==> src/rtl/led_blink_driver_pkg.sv <==
// Shared types for the LED blink driver: per-channel blink FSM state encoding.
// Latency: n/a (type definitions only).
// Backpressure: n/a.
//
// Encoding 2'd3 is unused; the channel FSM treats it as illegal and recovers to IDLE.
package led_blink_driver_pkg;

   typedef enum logic [1:0] {
      ST_IDLE = 2'd0,
      ST_ON   = 2'd1,
      ST_OFF  = 2'd2
   } blink_state_t;

endpackage

==> src/rtl/led_blink_driver_channel.sv <==
// One LED channel: queues event strobes and replays them as ON/OFF blinks.
// Latency: an evt that arrives while the channel is idle puts the FSM in ON at the same edge.
// Backpressure: none. Events beyond the saturated pending count are dropped and flagged sticky in overflow.
//
// Ports:
//   clk, rst_n : clock, asynchronous active-low reset
//   evt        : single-cycle event strobe
//   ovf_clr    : clears the sticky overflow flag (a simultaneous drop wins)
//   lit_on     : FSM is in ON (PWM gating is applied at the top level)
//   busy       : blink in progress or events pending (decoded from flops only)
//   overflow   : sticky dropped-event flag
module led_blink_driver_channel
   import led_blink_driver_pkg::*;
#(
   parameter int ON_CYCLES  = 6_000_000,
   parameter int OFF_CYCLES = 6_000_000,
   parameter int TIMER_BITS = 23,
   parameter int PEND_BITS  = 4
) (
   input  logic clk,
   input  logic rst_n,
   input  logic evt,
   input  logic ovf_clr,
   output logic lit_on,
   output logic busy,
   output logic overflow
);

   localparam logic [TIMER_BITS-1:0] ON_LOAD  = TIMER_BITS'(ON_CYCLES - 1);
   localparam logic [TIMER_BITS-1:0] OFF_LOAD = TIMER_BITS'(OFF_CYCLES - 1);
   localparam logic [PEND_BITS-1:0]  PEND_MAX = '1;

   blink_state_t          state, state_nxt;
   logic [TIMER_BITS-1:0] timer, timer_nxt;
   logic [PEND_BITS-1:0]  pend, pend_nxt;
   logic                  ovf_q, ovf_nxt;
   logic                  timer_zero, pend_nz, consume, drop;

   assign timer_zero = (timer == '0);
   assign pend_nz    = (pend != '0);

   // A blink starts either straight from IDLE, or back-to-back at the end
   // of the OFF gap when more events are queued.
   always_comb begin
      consume = 1'b0;
      case (state)
         ST_IDLE: consume = pend_nz | evt;
         ST_OFF:  consume = timer_zero & pend_nz;
         default: consume = 1'b0;
      endcase
   end

   // An event can only be lost when the queue is full and nothing drains it this cycle.
   assign drop = evt & (pend == PEND_MAX) & ~consume;

   // State register
   always_ff @(posedge clk or negedge rst_n) begin
      if (!rst_n) begin
         state <= ST_IDLE;
      end else begin
         state <= state_nxt;
      end
   end

   // Next-state logic
   always_comb begin
      state_nxt = state;
      case (state)
         ST_IDLE: if (consume)    state_nxt = ST_ON;
         ST_ON:   if (timer_zero) state_nxt = ST_OFF;
         ST_OFF:  if (timer_zero) state_nxt = consume ? ST_ON : ST_IDLE;
         default: state_nxt = ST_IDLE;
      endcase
   end

   // Output decode (flop-only paths)
   always_comb begin
      lit_on   = (state == ST_ON);
      busy     = (state != ST_IDLE) | pend_nz;
      overflow = ovf_q;
   end

   // Timer, pending counter and sticky overflow
   always_comb begin
      timer_nxt = timer;
      if (consume) begin
         timer_nxt = ON_LOAD;
      end else if ((state == ST_ON) && timer_zero) begin
         timer_nxt = OFF_LOAD;
      end else if ((state == ST_ON) || (state == ST_OFF)) begin
         if (!timer_zero) timer_nxt = timer - TIMER_BITS'(1);
      end else begin
         timer_nxt = '0;
      end
   end

   // consume without evt implies pend != 0, so the decrement cannot underflow.
   always_comb begin
      pend_nxt = pend;
      if (evt && !consume && !drop) begin
         pend_nxt = pend + PEND_BITS'(1);
      end else if (!evt && consume) begin
         pend_nxt = pend - PEND_BITS'(1);
      end
   end

   always_comb begin
      ovf_nxt = ovf_q;
      if (drop) begin
         ovf_nxt = 1'b1;
      end else if (ovf_clr) begin
         ovf_nxt = 1'b0;
      end
   end

   always_ff @(posedge clk or negedge rst_n) begin
      if (!rst_n) begin
         timer <= '0;
         pend  <= '0;
         ovf_q <= 1'b0;
      end else begin
         timer <= timer_nxt;
         pend  <= pend_nxt;
         ovf_q <= ovf_nxt;
      end
   end

endmodule

==> src/rtl/led_blink_driver.sv <==
// N-channel LED blink driver: event strobes become fixed-length blinks with global PWM brightness.
// Latency: evt sampled at edge E0 lights the led pin from E1; pins are registered.
// Backpressure: none. Each channel queues events and flags drops in overflow.
//
// Ports:
//   clk, rst_n : clock, asynchronous active-low reset
//   evt[N]     : per-channel single-cycle event strobes
//   bright     : global brightness, lit while pwm_ctr <= bright
//   ovf_clr    : clears all overflow flags
//   led[N]     : LED pins, polarity per ACTIVE_LOW (dark in reset)
//   busy[N]    : channel blinking or events pending
//   overflow[N]: sticky dropped-event flags
module led_blink_driver #(
   parameter int N          = 8,
   parameter int ON_CYCLES  = 6_000_000,
   parameter int OFF_CYCLES = 6_000_000,
   parameter int TIMER_BITS = 23,
   parameter int PEND_BITS  = 4,
   parameter int PWM_BITS   = 4,
   parameter bit ACTIVE_LOW = 1'b1
) (
   input  logic                clk,
   input  logic                rst_n,
   input  logic [N-1:0]        evt,
   input  logic [PWM_BITS-1:0] bright,
   input  logic                ovf_clr,
   output logic [N-1:0]        led,
   output logic [N-1:0]        busy,
   output logic [N-1:0]        overflow
);

   logic [PWM_BITS-1:0] pwm_ctr;
   logic [N-1:0]        ch_on;
   logic [N-1:0]        lit;
   logic                pwm_pass;

   for (genvar i = 0; i < N; i++) begin : g_ch
      led_blink_driver_channel #(
         .ON_CYCLES  (ON_CYCLES),
         .OFF_CYCLES (OFF_CYCLES),
         .TIMER_BITS (TIMER_BITS),
         .PEND_BITS  (PEND_BITS)
      ) u_ch (
         .clk      (clk),
         .rst_n    (rst_n),
         .evt      (evt[i]),
         .ovf_clr  (ovf_clr),
         .lit_on   (ch_on[i]),
         .busy     (busy[i]),
         .overflow (overflow[i])
      );
   end

   // Shared free-running PWM counter; wraps naturally.
   always_ff @(posedge clk or negedge rst_n) begin
      if (!rst_n) begin
         pwm_ctr <= '0;
      end else begin
         pwm_ctr <= pwm_ctr + PWM_BITS'(1);
      end
   end

   // bright = all-ones gives full duty; bright = 0 lights only on pwm_ctr == 0.
   assign pwm_pass = (pwm_ctr <= bright);
   assign lit      = ch_on & {N{pwm_pass}};

   // Registered pins keep the board outputs glitch-free.
   always_ff @(posedge clk or negedge rst_n) begin
      if (!rst_n) begin
         led <= {N{ACTIVE_LOW}};
      end else begin
         led <= lit ^ {N{ACTIVE_LOW}};
      end
   end

endmodule
==> config.mk <==
export PLATFORM = sky130hd
export DESIGN_NAME = led_blink_driver
export DESIGN_NICKNAME = d
export VERILOG_FILES = /design/src/rtl/led_blink_driver_pkg.sv /design/src/rtl/led_blink_driver_channel.sv /design/src/rtl/led_blink_driver.sv
export SDC_FILE = /design/constraint.sdc
export NUM_CORES = 1
export LEC_CHECK = 0
export ABC_AREA = 1
export CELL_PAD_IN_SITES_DETAIL_PLACEMENT = 1
export CELL_PAD_IN_SITES_GLOBAL_PLACEMENT = 1
export CORE_MARGIN = 2
export CORE_UTILIZATION = 30
export CTS_CLUSTER_DIAMETER = 50
export DETAILED_ROUTE_END_ITERATION = 10
export PLACE_DENSITY = 0.65
export SYNTH_ARGS = -nofsm -noshare
export SYNTH_HDL_FRONTEND = slang
export SYNTH_SLANG_ARGS = --single-unit
export TNS_END_PERCENT = 10
==> constraint.sdc <==
create_clock -name clk -period 6 [get_ports clk]
set_clock_uncertainty 0.15 [all_clocks]
set_input_delay 0.9 -clock clk [delete_from_list [all_inputs] [get_ports clk]]
set_output_delay 0.9 -clock clk [all_outputs]
set_load 0.03 [all_outputs]
==> results of run 1 <==
cells by family (layout without fill, tap and decap cells):
group                      after synthesis  count (layout)  synth area share
adders and majority gates               77              77            0.0627
xor gates and xnor gates                60              60            0.0322
AOI/OAI and AO/OA                      315             315             0.108
DFF                                    252             252             0.387
buffers and inverters                  314             392            0.0826
and+or+nand+nor                       1170            1170             0.327
cell type report:
cell class / count / area, sq um / area share
multi-input cells: 1622 / 8660 / 0.459
flip-flops and latches: 252 / 6320 / 0.335
clock buffers: 57 / 1320 / 0.0697
inverters: 266 / 1000 / 0.0530
well taps: 696 / 871 / 0.0461
repair buffers: 40 / 413 / 0.0219
clock inverters: 29 / 303 / 0.0160
cells in the final DEF, fill, tap and decap left out, drive strengths merged, types with 7 or more instances in the layout:
master / n
nand3b: 16
xor2: 48
nand3: 170
clkinvlp: 7
a21oi: 162
a31oi: 10
or2: 24
nand2: 431
nor2: 419
o31ai: 13
o21ai: 101
inv: 269
clkdlybuf4s50: 37
fa: 8
nor3: 27
clkbuf: 57
nand4: 71
ha: 69
xnor2: 12
dfstp: 8
dfrtp: 244
clkinv: 15
flip-flops by register name, summed over array words and instances (netlist names):
register / cells
g_ch.u_ch.overflow: 8
g_ch.u_ch.pend: 32
g_ch.u_ch.state: 16
g_ch.u_ch.timer: 184
led: 8
pwm_ctr: 4
through the flow:
stage               instance area, sq um  power (mW)  cells
floorplan                          16300        4.93   2188
global placement                   17300        5.60   2876
detailed placement                 17300        5.76   2876
CTS                                18900        8.58   2962
global route                       18900        9.16   2962
finish                             18900        8.41   2962
power groups by stage:
stage	sequential (mW)	combinational (mW)	clock, mW
finish	2.63	3.06	2.72
global route	2.72	3.57	2.88
CTS	2.64	3.12	2.81
detailed placement	2.66	3.10	0
global placement	2.63	2.96	0
floorplan	2.56	2.37	0
worst paths after layout:
kind                       depth (start not counted)                   from  slack (ps)                     end
max                                                4  g_ch[2].u_ch.state[0]        2820                 busy[2]
min                                                1                  rst_n         190    g_ch[0].u_ch.pend[0]
max reg2reg                                       17  g_ch[1].u_ch.timer[0]        2970    g_ch[1].u_ch.pend[3]
min reg2reg                                        2  g_ch[7].u_ch.timer[1]         320   g_ch[7].u_ch.timer[1]
max in group asynchronous                          2                  rst_n        4290  g_ch[5].u_ch.timer[17]
min in group clk                                   2  g_ch[7].u_ch.timer[1]         320   g_ch[7].u_ch.timer[1]
worst register-to-register path: stages, from the launching register on:
cell,delay (ps)
dfrtp_1,400
inv_1,120
ha_1,210
nand2_1,150
nor2_2,240
nand2_2,120
nor2_4,200
nand2_4,110
nand4_1,250
ha_1,330
nand2_1,80
nand2_1,60
a31oi_1,190
inv_1,60
nand2_1,80
nand2_1,60
nand2_1,50
nand2_1,40
layer usage:
metal / vias to the layer above / track usage / share of wire
met4: 0 / 0.0513 / 0.023
met5: - / 0 / 0
met3: 62 / 0.0223 / 0.024
met1: 7212 / 0.199 / 0.45
li1: 7200 / - / -
met2: 115 / 0.292 / 0.51
==> results.toml, run 1 <==
[clock_tree]
cts_max_path_buffers = 3
tritoncts = "built"
postCtsHoldBufs = 0
cts_sinks = 252
cts_root_buf = "clkbuf_16"
cts_setup_buffers = 0
htree_levels = 2
clkTransAtPathRegs_ps = 50
ctsResizeCount = 0
numCtsBuffers = 46
insertion_delay_ps = 570

[timing]
rsz0062_at_grt = "no"
setup_tns_ps = 0
finalCriticalPeriod_ps = 3180
fin_ws_ps = 2820
slew_headroom = 0.147
holdWs_ps = 194
tightest_slew_ps = 1270
maxSlewViolCount = 0
hold_viol = 0
clock.fmax_mhz = 315
post-route-period-util = 0.530
setup-violations-final = 0

[min_path]
hold_path.class = "input port to asynchronous set/reset pin"

[die]
start_util = 0.303
dieArea_sq_um = 56300
io_pins = 39
rows = 85
core_area_sq_um = 53800
die_h_um = 237
die_x_um = 237

[worst_setup_path]
critPathBufInv = 2
path_class = "register to output pin"
arrival_ps = 2130
crit_family = "buffers and inverters"
worstPathMaxFanout = 5
slowest_delay_ps = 690
worst_setup_path_start_kind = "register"
end_kind = "output pin"
timing.critical_path.required_ps = 4950
cp_slowest_cell = "clkdlybuf4s50_1"
crit_chain = "inv_1 > ha_1 > nand2_1 > clkdlybuf4s50_1"

[cells_and_area]
finalNetCount = 2320
area_delta_synth_final_pct = 15.7
n_fill_cell = 6618
num_antenna_cells = 0
final_core_util = 0.351
drive_above_1_share = 0.102

[logic_synthesis]
ys_seq_area_frac = 0.387
synthCells = 2188
yosysTopAreaCellShare = 0.374
dominantRegCellSynth = "dfrtp_1"
syn_nets = 2280
syn_avg_cell_area_sq_um = 7.46
synth_seq_cells = 252
synth_top_area_cell = "dfrtp_1"
synth_common_cells = "408 x nand2_1, 380 x nor2_1, 250 x inv_1, 244 x dfrtp_1, 163 x nand3_1"
yosysMostFrequentCell = "nand2_1"
ys_async_sr_fraction = 1.00
ys_warn_count = 0
synth.distinct_cells = 54
synth_area_sq_um = 16300
synth.area.top_cells = "dfrtp_1 37%, nand2_1 9.4%, nor2_1 8.7%"
synth-edff-count = 0

[power_and_ir_drop]
ir_worst_vdd_v = 0.000254
p_clk_frac = 0.323
p_per_area_nw_per_um2 = 446
power_frac_comb = 0.364
p_int_mw = 5.01
p_sw_frac = 0.404
p_leak_nw = 8.87
seqPwrFrac = 0.313
switchingPower_mw = 3.40

[route]
wl_per_cell_um = 15.0
via_count = 14600
drc = 0
drt-initial-drc-count = 539
dr.pass1.iters = 4
postRouteAntennaNets = 0
wirelength_mm = 44.3
via_per_inst = 4.93

[run]
drv_cap = 0

[placed_design]
pre_cts_ws_ps = 2750
gp_congestion = 0.797
place_hpwl_mm = 31.3
io_buffer_count = 38

[global_routing]
grt_usage = 0.162
antenna_found_initial = 1
grt_pass1_wl_mm = 76.2
grt_overflow = 0
grt_max_degree = 118
grt_pass1_vias = 15500

[outcome]
status = "finished, final reports clean"
(Power assumes the default switching activity.)
==> run 2: changes to the inputs <==
- clock period: 6 -> 2.95 ns (I/O delays scaled with it)
==> results.toml, run 2 (synthesis gave the netlist of run 1 again) <==
[power_and_ir_drop]
seqPwrFrac = 0.304
p_per_area_nw_per_um2 = 917
p_leak_nw = 9.08
switchingPower_mw = 7.06
p_int_mw = 10.6
power_frac_comb = 0.365
p_sw_frac = 0.400
p_clk_frac = 0.331
ir_worst_vdd_v = 0.000512

[cells_and_area]
n_fill_cell = 6564
drive_above_1_share = 0.115
finalNetCount = 2357
num_antenna_cells = 0
instances_no_fill = 3001
layout_common_cells = "408 x nand2_1, 380 x nor2_1, 250 x inv_1"
largest_reg_flops = 184
largest_register = "g_ch.u_ch.timer"
top_regs = "g_ch.u_ch.timer: 184 flops, g_ch.u_ch.pend: 32 flops, g_ch.u_ch.state: 16 flops"
area_delta_synth_final_pct = 18.0
final_core_util = 0.358
final_common_cell = "nand2_1"

[timing]
clock.fmax_mhz = 360
maxSlewViolCount = 0
tightest_slew_ps = 1160
setup-violations-final = 0
post-route-period-util = 0.940
finalCriticalPeriod_ps = 2770
slew_headroom = 0.224
rsz0062_at_grt = "yes"
hold_viol = 0

[placed_design]
dp.cells = 2906
io_buffer_count = 38
place_hpwl_mm = 32.7
gp_congestion = 0.820

[run]
drv_cap = 0

[worst_setup_path]
critPathBufInv = 2
path_class = "register to register"
crit_family = "simple AND/OR/NAND/NOR gates"
cp_slowest_cell = "dfrtp_1"
crit_chain = "inv_1 > ha_1 > nand2_1 > nor2_2 > nand4_1 > nand4_1 > ha_1 > nand2_1 > nand2_1 > a31oi_1 > inv_1 > nand2_1 > nand2_1 > nand2_1 > nand2_1"
worstPathMaxFanout = 6
crit_top_cell = "nand2_1"
arrival_ps = 3090
worst_setup_path_start_kind = "register"
end_kind = "register"
timing.critical_path.required_ps = 3270
slowest_delay_ps = 390

[clock_tree]
numCtsBuffers = 50
htree_levels = 2
cts_max_path_buffers = 3
insertion_delay_ps = 580
clkTransAtPathRegs_ps = 50
tritoncts = "built"
cts_root_buf = "clkbuf_16"
cts_sinks = 252

[die]
io_pins = 39
start_util = 0.303
rows = 85
core_area_sq_um = 53800
dieArea_sq_um = 56300
die_x_um = 237
die_h_um = 237

[min_path]
hold_path.class = "input port to asynchronous set/reset pin"

[outcome]
status = "finished, final reports clean"

[global_routing]
grt_usage = 0.165
grt_max_degree = 64
grt_overflow = 0
antenna_found_initial = 0
grt_pass1_vias = 15800
grt_pass1_wl_mm = 78.2

[route]
via_count = 14700
wl_per_cell_um = 15.0
dr.pass1.iters = 4
drt-initial-drc-count = 622
drc = 0
wirelength_mm = 45.1
postRouteAntennaNets = 0
via_per_inst = 4.89
## run 2: cell types whose count changed in the layout (fill, tap and decap cells not counted), sizes merged
cell and change:
buf +32, bufinv +2, inv -2, clkbuf +3, dlygate4sd3 +1, clkinv +3
## run 2: timing repair
item | in CTS | in global routing
endpoints found under the hold margin | 56 | 0
endpoints found under the setup margin | 0 | 6
buffers inserted | 0 | 2
resized for setup | 0 | 1
hold buffers | 1 | 0
## run 2: routing by layer
metal | vias up | GRT usage | routed length (um)
met3 | 81 | 0.0294 | 1170
met2 | 116 | 0.292 | 22100
li1 | 7294 | - | -
met5 | - | 0 | 0
met4 | 0 | 0.0488 | 1210
met1 | 7169 | 0.205 | 20600
## run 2: area by class of cell
cell class	instances	area, sq um	share of cell area
flip-flops and latches	252	6320	0.328
clock buffers	60	1350	0.0701
repair buffers	73	701	0.0364
inverters	266	1000	0.0520
clock inverters	32	365	0.0190
well taps	696	871	0.0452
multi-input cells	1622	8660	0.450
## run 2: path summary, 6_finish.rpt
check	start	endpoint	slack, ps	cells after the start
hold reg to reg	pwm_ctr[0]	pwm_ctr[0]	330	1
setup reg to reg	g_ch[7].u_ch.timer[0]	g_ch[7].u_ch.pend[3]	180	15
max in group asynchronous	rst_n	led[7]	1620	3
min in group clk	pwm_ctr[0]	pwm_ctr[0]	330	1
hold / removal	rst_n	g_ch[3].u_ch.pend[0]	290	2
setup / recovery	g_ch[7].u_ch.timer[0]	g_ch[7].u_ch.pend[3]	180	15
## run 2: through the flow
step | cell area (sq um) | setup WS, ps | total power [mW] | TNS (ps) | hold slack (ps)
floorplan | 16300 | 377 | 10.0 | 0 | -3.09
global placement | 17500 | 274 | 11.6 | 0 | 300
detailed placement | 17500 | 182 | 11.9 | 0 | 299
CTS | 19200 | 174 | 17.9 | 0 | 291
global route | 19300 | -85.5 | 19.2 | -258 | 314
finish | 19300 | 176 | 17.7 | 0 | 287
## run 2: power by group through the flow
stage	Combinational (mW)	Sequential [mW]	Clock, mW
3_5_place_dp	6.51	5.41	0
5_1_grt	7.45	5.53	6.19
2_1_floorplan	4.83	5.20	0
4_1_cts	6.55	5.38	6.02
3_3_place_gp	6.22	5.36	0
6_report	6.45	5.37	5.84
==> run 3: changes to the inputs <==
- CAP_MARGIN: unset -> 30
==> results.toml, run 3 (synthesis gave the netlist of run 1 again) <==
[outcome]
status = "finished, final reports clean"

[timing]
slew_headroom = 0.538
post-route-period-util = 0.927
setup-violations-final = 0
maxSlewViolCount = 0
holdWs_ps = 286
rsz0062_at_grt = "yes"
finalCriticalPeriod_ps = 2730
clock.fmax_mhz = 366
hold_viol = 0
tightest_slew_ps = 694

[worst_setup_path]
arrival_ps = 3100
r2r_slack_ps = 220
worstPathMaxFanout = 8
worst_setup_path_start_kind = "register"
path_class = "register to register"
rr_startpoint = "g_ch[6].u_ch.timer[0]"
rr_endpoint = "g_ch[6].u_ch.pend[3]"
ff2ff_path_depth = 14
end_kind = "register"
timing.critical_path.required_ps = 3320

[global_routing]
grt_usage = 0.163
antenna_found_initial = 1
grt_pass1_wl_mm = 77.2
grt_overflow = 0
grt_pass1_vias = 15700
grt_max_degree = 64

[min_path]
hold_path.class = "input port to asynchronous set/reset pin"

[route]
via_count = 14700
wirelength_mm = 44.9
dr.pass1.iters = 4
drc = 0
wl_per_cell_um = 15.0
via_per_inst = 4.91
postRouteAntennaNets = 0
drt-initial-drc-count = 516

[placed_design]
gp_congestion = 0.820
place_hpwl_mm = 32.6
io_buffer_count = 38
dpl_cell_area_sq_um = 17500

[clock_tree]
htree_levels = 2
cts_sinks = 252
insertion_delay_ps = 580
clkTransAtPathRegs_ps = 60
cts_root_buf = "clkbuf_16"
tritoncts = "built"
cts_max_path_buffers = 3
numCtsBuffers = 46

[cells_and_area]
top_regs = "g_ch.u_ch.timer: 184 flops, g_ch.u_ch.pend: 32 flops, g_ch.u_ch.state: 16 flops"
finalNetCount = 2357
area_delta_synth_final_pct = 17.0
largest_register = "g_ch.u_ch.timer"
largest_reg_flops = 184
final_common_cell = "nand2_1"
drive_above_1_share = 0.114
layout_common_cells = "407 x nand2_1, 380 x nor2_1, 250 x inv_1"
final_area_sq_um = 19100
num_antenna_cells = 0

[power_and_ir_drop]
ir_worst_vdd_v = 0.000690
power_mw = 17.0
p_leak_nw = 9.02
p_per_area_nw_per_um2 = 891

[run]
drv_cap = 0

[die]
start_util = 0.303
io_pins = 39
die_x_um = 237
core_area_sq_um = 53800
rows = 85
die_h_um = 237
dieArea_sq_um = 56300
run 3: critical path, cell delays in order, from the launching register on:
cell and delay, ps:
dfrtp_1 370, inv_1 140, ha_1 240, nand2_1 140
nor2_4 220, nand4_1 150, nand4_1 230, ha_1 330
nand2_1 70, nand2_1 50, a31oi_1 230, nand3_1 140
o21ai_0 90, nand2_1 70, nand2_1 60
run 3: how the worst max path moves through the flow:
| stage | startpoint | endpoint | cells after the start |
|---|---|---|---|
| after floorplan | g_ch[1].u_ch.timer[0] | g_ch[1].u_ch.pend[3] | 17 |
| after global placement | g_ch[7].u_ch.timer[0] | g_ch[7].u_ch.pend[3] | 15 |
| after detailed placement | g_ch[7].u_ch.timer[0] | g_ch[7].u_ch.pend[3] | 15 |
| after CTS | g_ch[7].u_ch.timer[0] | g_ch[7].u_ch.pend[3] | 15 |
| after global routing | g_ch[6].u_ch.timer[0] | g_ch[6].u_ch.pend[3] | 14 |
| final | g_ch[6].u_ch.timer[0] | g_ch[6].u_ch.pend[3] | 14 |
run 3: stage by stage:
| step | worst slack (ps) | util | setup TNS [ps] | instances |
|---|---|---|---|---|
| after CTS | 145 | 0.354 | 0 | 2994 |
| after detailed placement | 155 | 0.326 | 0 | 2907 |
| final | 217 | 0.355 | 0 | 2999 |
| after global routing | -53.8 | 0.355 | -81.2 | 2999 |
| after floorplan | 377 | - | 0 | 2188 |
| after global placement | 274 | 0.326 | 0 | 2906 |
run 3: routing by layer:
metal	global-route usage	vias up	wire length, um
met5	0	-	7
met3	0.0225	72	1110
met4	0.0577	2	1280
li1	-	7285	-
met2	0.288	124	21900
met1	0.204	7233	20600
run 3: report_power, final:
part	total, mW	leakage, nW	switching [mW]	internal, mW
Clock	5.19	0.741	1.98	3.21
Combinational	6.46	5.31	4.07	2.39
Sequential	5.37	2.97	0.940	4.43
run 3: area by class of cell:
| class | instances | area, sq um |
|---|---|---|
| tap | 696 | 871 |
| clock buffer | 58 | 1250 |
| sequential | 252 | 6320 |
| fill | 6566 | 34700 |
| inverter | 266 | 1000 |
| clock inverter | 28 | 260 |
| timing repair buffer | 77 | 734 |
| multi-input combinational | 1622 | 8670 |
run 3: what timing repair did:
action,in CTS,in global routing
buffers inserted,0,5
hold endpoints to repair,56,0
hold buffers,1,0
endpoints found under the setup margin,0,6
resized for setup,0,4
